===== src/rtl/sap_ctrl_sequencer.sv =====
// Microcode sequencer for the SAP-style 8-bit CPU: T-state tracking, control-word
// decode, run/pause/single-step control, halt handling and a retired-instruction count.
//   state | meaning
//   RUN   | free-running, executes instructions back to back
//   STEP  | executes one instruction, then returns to PAUSE
//   PAUSE | idle at an instruction boundary, stage held at 0
//   HALT  | HLT retired; only reset leaves this state
module sap_ctrl_sequencer #(
    parameter bit RESET_RUN = 1'b1,
    parameter int CNT_W     = 8
) (
    input  logic             clk,
    input  logic             reset,
    input  logic [3:0]       opcode,
    input  logic             flag_c,
    input  logic             flag_z,
    input  logic             run_en,
    input  logic             step,
    output logic [15:0]      ctrl_word,
    output logic [2:0]       stage,
    output logic             halted,
    output logic             paused,
    output logic             instr_done,
    output logic             illegal,
    output logic [CNT_W-1:0] retired
);

    localparam logic [15:0] HT = 16'h0001, MI = 16'h0002, RI = 16'h0004, RO = 16'h0008;
    localparam logic [15:0] IO = 16'h0010, II = 16'h0020, AI = 16'h0040, AO = 16'h0080;
    localparam logic [15:0] EO = 16'h0100, SU = 16'h0200, BI = 16'h0400, OI = 16'h0800;
    localparam logic [15:0] CE = 16'h1000, CO = 16'h2000, JP = 16'h4000, FI = 16'h8000;

    localparam logic [3:0] OP_NOP = 4'h0, OP_LDA = 4'h1, OP_ADD = 4'h2, OP_SUB = 4'h3;
    localparam logic [3:0] OP_STA = 4'h4, OP_LDI = 4'h5, OP_JMP = 4'h6, OP_JC  = 4'h7;
    localparam logic [3:0] OP_JZ  = 4'h8, OP_OUT = 4'hE, OP_HLT = 4'hF;

    typedef enum logic [1:0] {S_RUN, S_STEP, S_PAUSE, S_HALT} state_t;

    state_t      state, state_next;
    logic [15:0] ctrl_dec;
    logic        last_step;
    logic        is_illegal;
    logic        active;
    logic        boundary;
    logic        halt_now;

    assign active     = (state == S_RUN) || (state == S_STEP);
    assign is_illegal = (opcode >= 4'h9) && (opcode <= 4'hD);
    assign boundary   = active && last_step;
    assign halt_now   = boundary && (stage == 3'd2) && (opcode == OP_HLT);

    always_comb begin
        ctrl_dec  = 16'h0000;
        last_step = 1'b0;
        case (stage)
            3'd0: ctrl_dec = CO | MI;
            3'd1: begin
                ctrl_dec  = RO | II | CE;
                last_step = (opcode == OP_NOP) || is_illegal;
            end
            3'd2: begin
                case (opcode)
                    OP_LDA, OP_ADD, OP_SUB, OP_STA: ctrl_dec = IO | MI;
                    OP_LDI: begin ctrl_dec = IO | AI; last_step = 1'b1; end
                    OP_JMP: begin ctrl_dec = IO | JP; last_step = 1'b1; end
                    OP_JC:  begin ctrl_dec = flag_c ? (IO | JP) : 16'h0000; last_step = 1'b1; end
                    OP_JZ:  begin ctrl_dec = flag_z ? (IO | JP) : 16'h0000; last_step = 1'b1; end
                    OP_OUT: begin ctrl_dec = AO | OI; last_step = 1'b1; end
                    OP_HLT: begin ctrl_dec = HT; last_step = 1'b1; end
                    default: ctrl_dec = 16'h0000;
                endcase
            end
            3'd3: begin
                case (opcode)
                    OP_LDA:         begin ctrl_dec = RO | AI; last_step = 1'b1; end
                    OP_ADD, OP_SUB: ctrl_dec = RO | BI;
                    OP_STA:         begin ctrl_dec = AO | RI; last_step = 1'b1; end
                    default:        ctrl_dec = 16'h0000;
                endcase
            end
            3'd4: begin
                case (opcode)
                    OP_ADD:  begin ctrl_dec = EO | AI | FI; last_step = 1'b1; end
                    OP_SUB:  begin ctrl_dec = EO | AI | FI | SU; last_step = 1'b1; end
                    default: ctrl_dec = 16'h0000;
                endcase
            end
            default: ctrl_dec = 16'h0000;
        endcase
    end

    // Control word is only live while an instruction is executing and reset is low.
    assign ctrl_word = (active && !reset) ? ctrl_dec : 16'h0000;
    assign halted    = (state == S_HALT);
    assign paused    = (state == S_PAUSE);

    always_comb begin
        state_next = state;
        case (state)
            S_RUN: begin
                if (boundary) begin
                    if (halt_now)     state_next = S_HALT;
                    else if (!run_en) state_next = S_PAUSE;
                end
            end
            S_STEP: begin
                if (boundary) state_next = halt_now ? S_HALT : S_PAUSE;
            end
            S_PAUSE: begin
                if (run_en)    state_next = S_RUN;
                else if (step) state_next = S_STEP;
            end
            S_HALT:  state_next = S_HALT;
            default: state_next = S_PAUSE;
        endcase
    end

    always_ff @(posedge clk) begin
        if (reset) begin
            state      <= RESET_RUN ? S_RUN : S_PAUSE;
            stage      <= 3'd0;
            instr_done <= 1'b0;
            illegal    <= 1'b0;
            retired    <= '0;
        end else begin
            state      <= state_next;
            instr_done <= boundary;
            if (!active || last_step) stage <= 3'd0;
            else                      stage <= stage + 3'd1;
            if (boundary) retired <= retired + CNT_W'(1);
            if (boundary && (stage == 3'd1) && is_illegal) illegal <= 1'b1;
        end
    end

endmodule

===== config.mk =====
export PLATFORM = sky130hd
export DESIGN_NAME = sap_ctrl_sequencer
export DESIGN_NICKNAME = d
export VERILOG_FILES = /design/src/rtl/sap_ctrl_sequencer.sv
export SDC_FILE = /design/constraint.sdc
export NUM_CORES = 1
export LEC_CHECK = 0
export BUFFER_PORTS_ARGS = -buffer_cell sky130_fd_sc_hd__buf_2
export CORE_ASPECT_RATIO = 0.7
export CORE_MARGIN = 1
export CORE_UTILIZATION = 45
export CTS_CLUSTER_SIZE = 16
export DETAILED_ROUTE_END_ITERATION = 10
export GPL_TIMING_DRIVEN = 0
export PLACE_DENSITY = 0.79
export SLEW_MARGIN = 20
export SYNTH_ARGS = -nofsm -noshare
export SYNTH_HDL_FRONTEND = slang
export SYNTH_SLANG_ARGS = --single-unit

===== constraint.sdc =====
create_clock -name clk -period 5.7 [get_ports clk]
set_clock_uncertainty 0.1 [all_clocks]
set_input_delay 1.425 -clock clk [delete_from_list [all_inputs] [get_ports clk]]
set_output_delay 1.425 -clock clk [all_outputs]
set_load 0.01 [all_outputs]

==> reports/qor.yml <==
sta:
  min_period_ps: 4140
  setup_tns_ps: 0
  fin_crit_sh_pct: 72.6
  slew_viol_final: 0
  final-hold-violation-count: 0
  max_freq_mhz: 242
  rsz0062_at_grt: "no"
  max_slew_margin_pct: 67.3
  setup_viol: 0
  finalWorstSetupSlack_ps: 1560
  tightest_slew_ps: 490
floorplan:
  coreArea_mm2: 0.00224
  start_util_pct: 49.4
  die_h_um: 43.5
  chipWidth_um: 61.3
  die-area_mm2: 0.00267
  ios: 41
  floorplan.rows: 14
finish:
  syn_to_final_growth_pct: 24.1
  final_nets: 207
  diodes: 0
  drive_gt1_share_pct: 29.5
  layout_commonest_cell: "buf_2"
  mostFrequentLayoutCells: "buf_2 (41), nor2_1 (21), dfxtp_1 (15), nand3_1 (9)"
logic_synthesis:
  synth.net_count: 162
  synth_area_mm2: 0.00111
  ys.warnings.count: 0
  async_flop_share_pct: 0
  seq_area_frac_synth_pct: 27.1
  synth_edf_count: 0
  yosysUniqueCellTypes: 40
  syn_inst: 146
  avgSynthCellArea_um2: 7.58
  ys_ff_latch: 15
  synth_ff_type: "dfxtp_1"
worst_setup_path:
  crit_type: "in -> out"
  r2r_cells: 8
  end_kind: "output port"
  worstPathRequired_ps: 4180
  crit_path_max_fanout: 8
  reg2reg_from: "stage[0]$_SDFF_PP0_"
  ff2ff_setup_slack_ps: 3380
  worstPathArrival_ps: 2610
  r2r_end: "retired[5]$_SDFFE_PP0P_"
  crit_path_start_kind: "input pin"
pwr:
  power.switching_mw: 0.117
  clockPowerShare_pct: 19.7
  peakVddDrop_uv: 153
  intPower_mw: 0.186
  pwr-share-seq_pct: 39.7
  leakage_nw: 0.629
  swShare_pct: 38.7
  power_density_mw_per_mm2: 220
  comb_power_share_pct: 40.5
detailed_routing:
  drtIter0Drc: 52
  wl_mm: 2.71
  vias_per_cell: 5.45
  post_drt_wl_per_cell_um: 12.2
  dr.pass1.iters: 4
  ant_nets: 0
  vias: 1211
  post-route-drc-count: 0
placement:
  finalWeightedCongestion: 0.894
  port_buffers: 40
  post-dp-hpwl_mm: 2.16
  place_ws_ps: 1590
cts:
  path_clk_slew_ps: 80
  clock_sinks: 15
  ctsLongestPathBuffers: 2
  cts-buffers-inserted: 3
  root_buffer: "clkbuf_4"
  clk_latency_ps: 280
  hold_buffers: 0
  cts_tree: "built"
  htree_levels: 1
  post_cts_resized: 0
  post_cts.repair.setup_buffers: 0
worst_hold_path:
  holdCritStartpoint: "retired[6]$_SDFFE_PP0P_"
  hold_end: "retired[6]$_SDFFE_PP0P_"
  worstHoldPathType: "reg -> reg"
  whs_path_depth: 2
outcome:
  status: "finished, final reports clean"
global_routing:
  antenna_found_initial: 0
  overflow: 0
  grt_max_degree: 11
  grt_pass1_wl_mm: 4.46
  grt_pass1_vias: 998
  grt_usage_pct: 22.5
run:
  maxCapViolations: 0
==> logic make-up after synthesis <==
| family | count (synthesis) | share of synthesized area, % |
|---|---|---|
| simple gates | 75 | 36.6 |
| compound gates | 29 | 17.7 |
| buf+inv | 16 | 7.57 |
| flops | 15 | 27.1 |
| fa+ha+maj | 6 | 6.78 |
| xor+xnor | 3 | 2.37 |
| mux | 2 | 1.81 |
==> power by group through the flow <==
stage	clock (mW)	sequential [mW]	combinational [mW]
after global routing	0.0663	0.122	0.135
after floorplan	0	0.125	0.0819
after global placement	0	0.122	0.119
final	0.0598	0.120	0.123
after detailed placement	0	0.123	0.122
after CTS	0.0618	0.121	0.122
==> metal layers <==
| metal | up-vias | GRT usage [%] | share of wire, % |
|---|---|---|---|
| met1 | 572 | 31.6 | 49 |
| met2 | 32 | 33.7 | 45 |
| met5 | - | 0 | 0 |
| met4 | 0 | 4.09 | 0.29 |
| met3 | 3 | 7.76 | 5.3 |
| li1 | 604 | - | - |
==> registers in the layout, indices dropped and copies added (netlist names) <==
| register | flops |
|---|---|
| retired | 8 |
| stage | 3 |
| instr_done | 1 |
| illegal | 1 |
| state | 2 |
==> Yosys cell counts, drive strengths merged (4+ instances only) <==
cell | number | share of area [%]
nor2b | 4 | 2.5
o21ai | 9 | 5.1
nand4 | 4 | 2.8
a21oi | 9 | 5.1
or3 | 4 | 2.3
nand2 | 7 | 2.4
buf | 6 | 4.2
nor3 | 8 | 3.6
ha | 6 | 6.8
nand3 | 9 | 4.1
inv | 8 | 2.7
nor2 | 23 | 9.2
dfxtp | 15 | 27
and2 | 4 | 2.3
==> worst max-delay path, cell delays in order <==
cell and delay (ps):
buf_2 130, nor2_1 250, nand2b_1 90, clkbuf_1 190, nor3_1 270, buf_4 150, buf_2 110
==> stage by stage <==
stage	instances	cell area [um^2]	total power [mW]	hold slack [ps]	util, %
after floorplan	146	1110	0.206	384	-
after global placement	218	1350	0.242	362	60.1
after detailed placement	218	1350	0.245	380	60.1
after CTS	222	1370	0.305	395	61.3
after global routing	222	1370	0.324	417	61.3
final	222	1370	0.303	391	61.3
==> area by class of cell <==
cell class                      instances  area (um^2)
Clock buffer                            4         26.3
Buffer                                  8         53.8
Inverter                                8         30.0
Fill cell                             226          868
Multi-Input combinational cell        115          723
Timing Repair Buffer                   40          200
Sequential cell                        15          300
Tap cell                               32         40.0
==> how the worst max path moves through the flow <==
stage                     slack, ps  depth (start not counted)       endpoint  start
after global routing           1450                          7  ctrl_word[15]  reset
final                          1560                          7  ctrl_word[15]  reset
after detailed placement       1590                          7  ctrl_word[15]  reset
after floorplan                1810                          5  ctrl_word[15]  reset
after CTS                      1580                          7  ctrl_word[15]  reset
after global placement         1560                          7   ctrl_word[1]  reset
(Power assumes the default switching activity.)
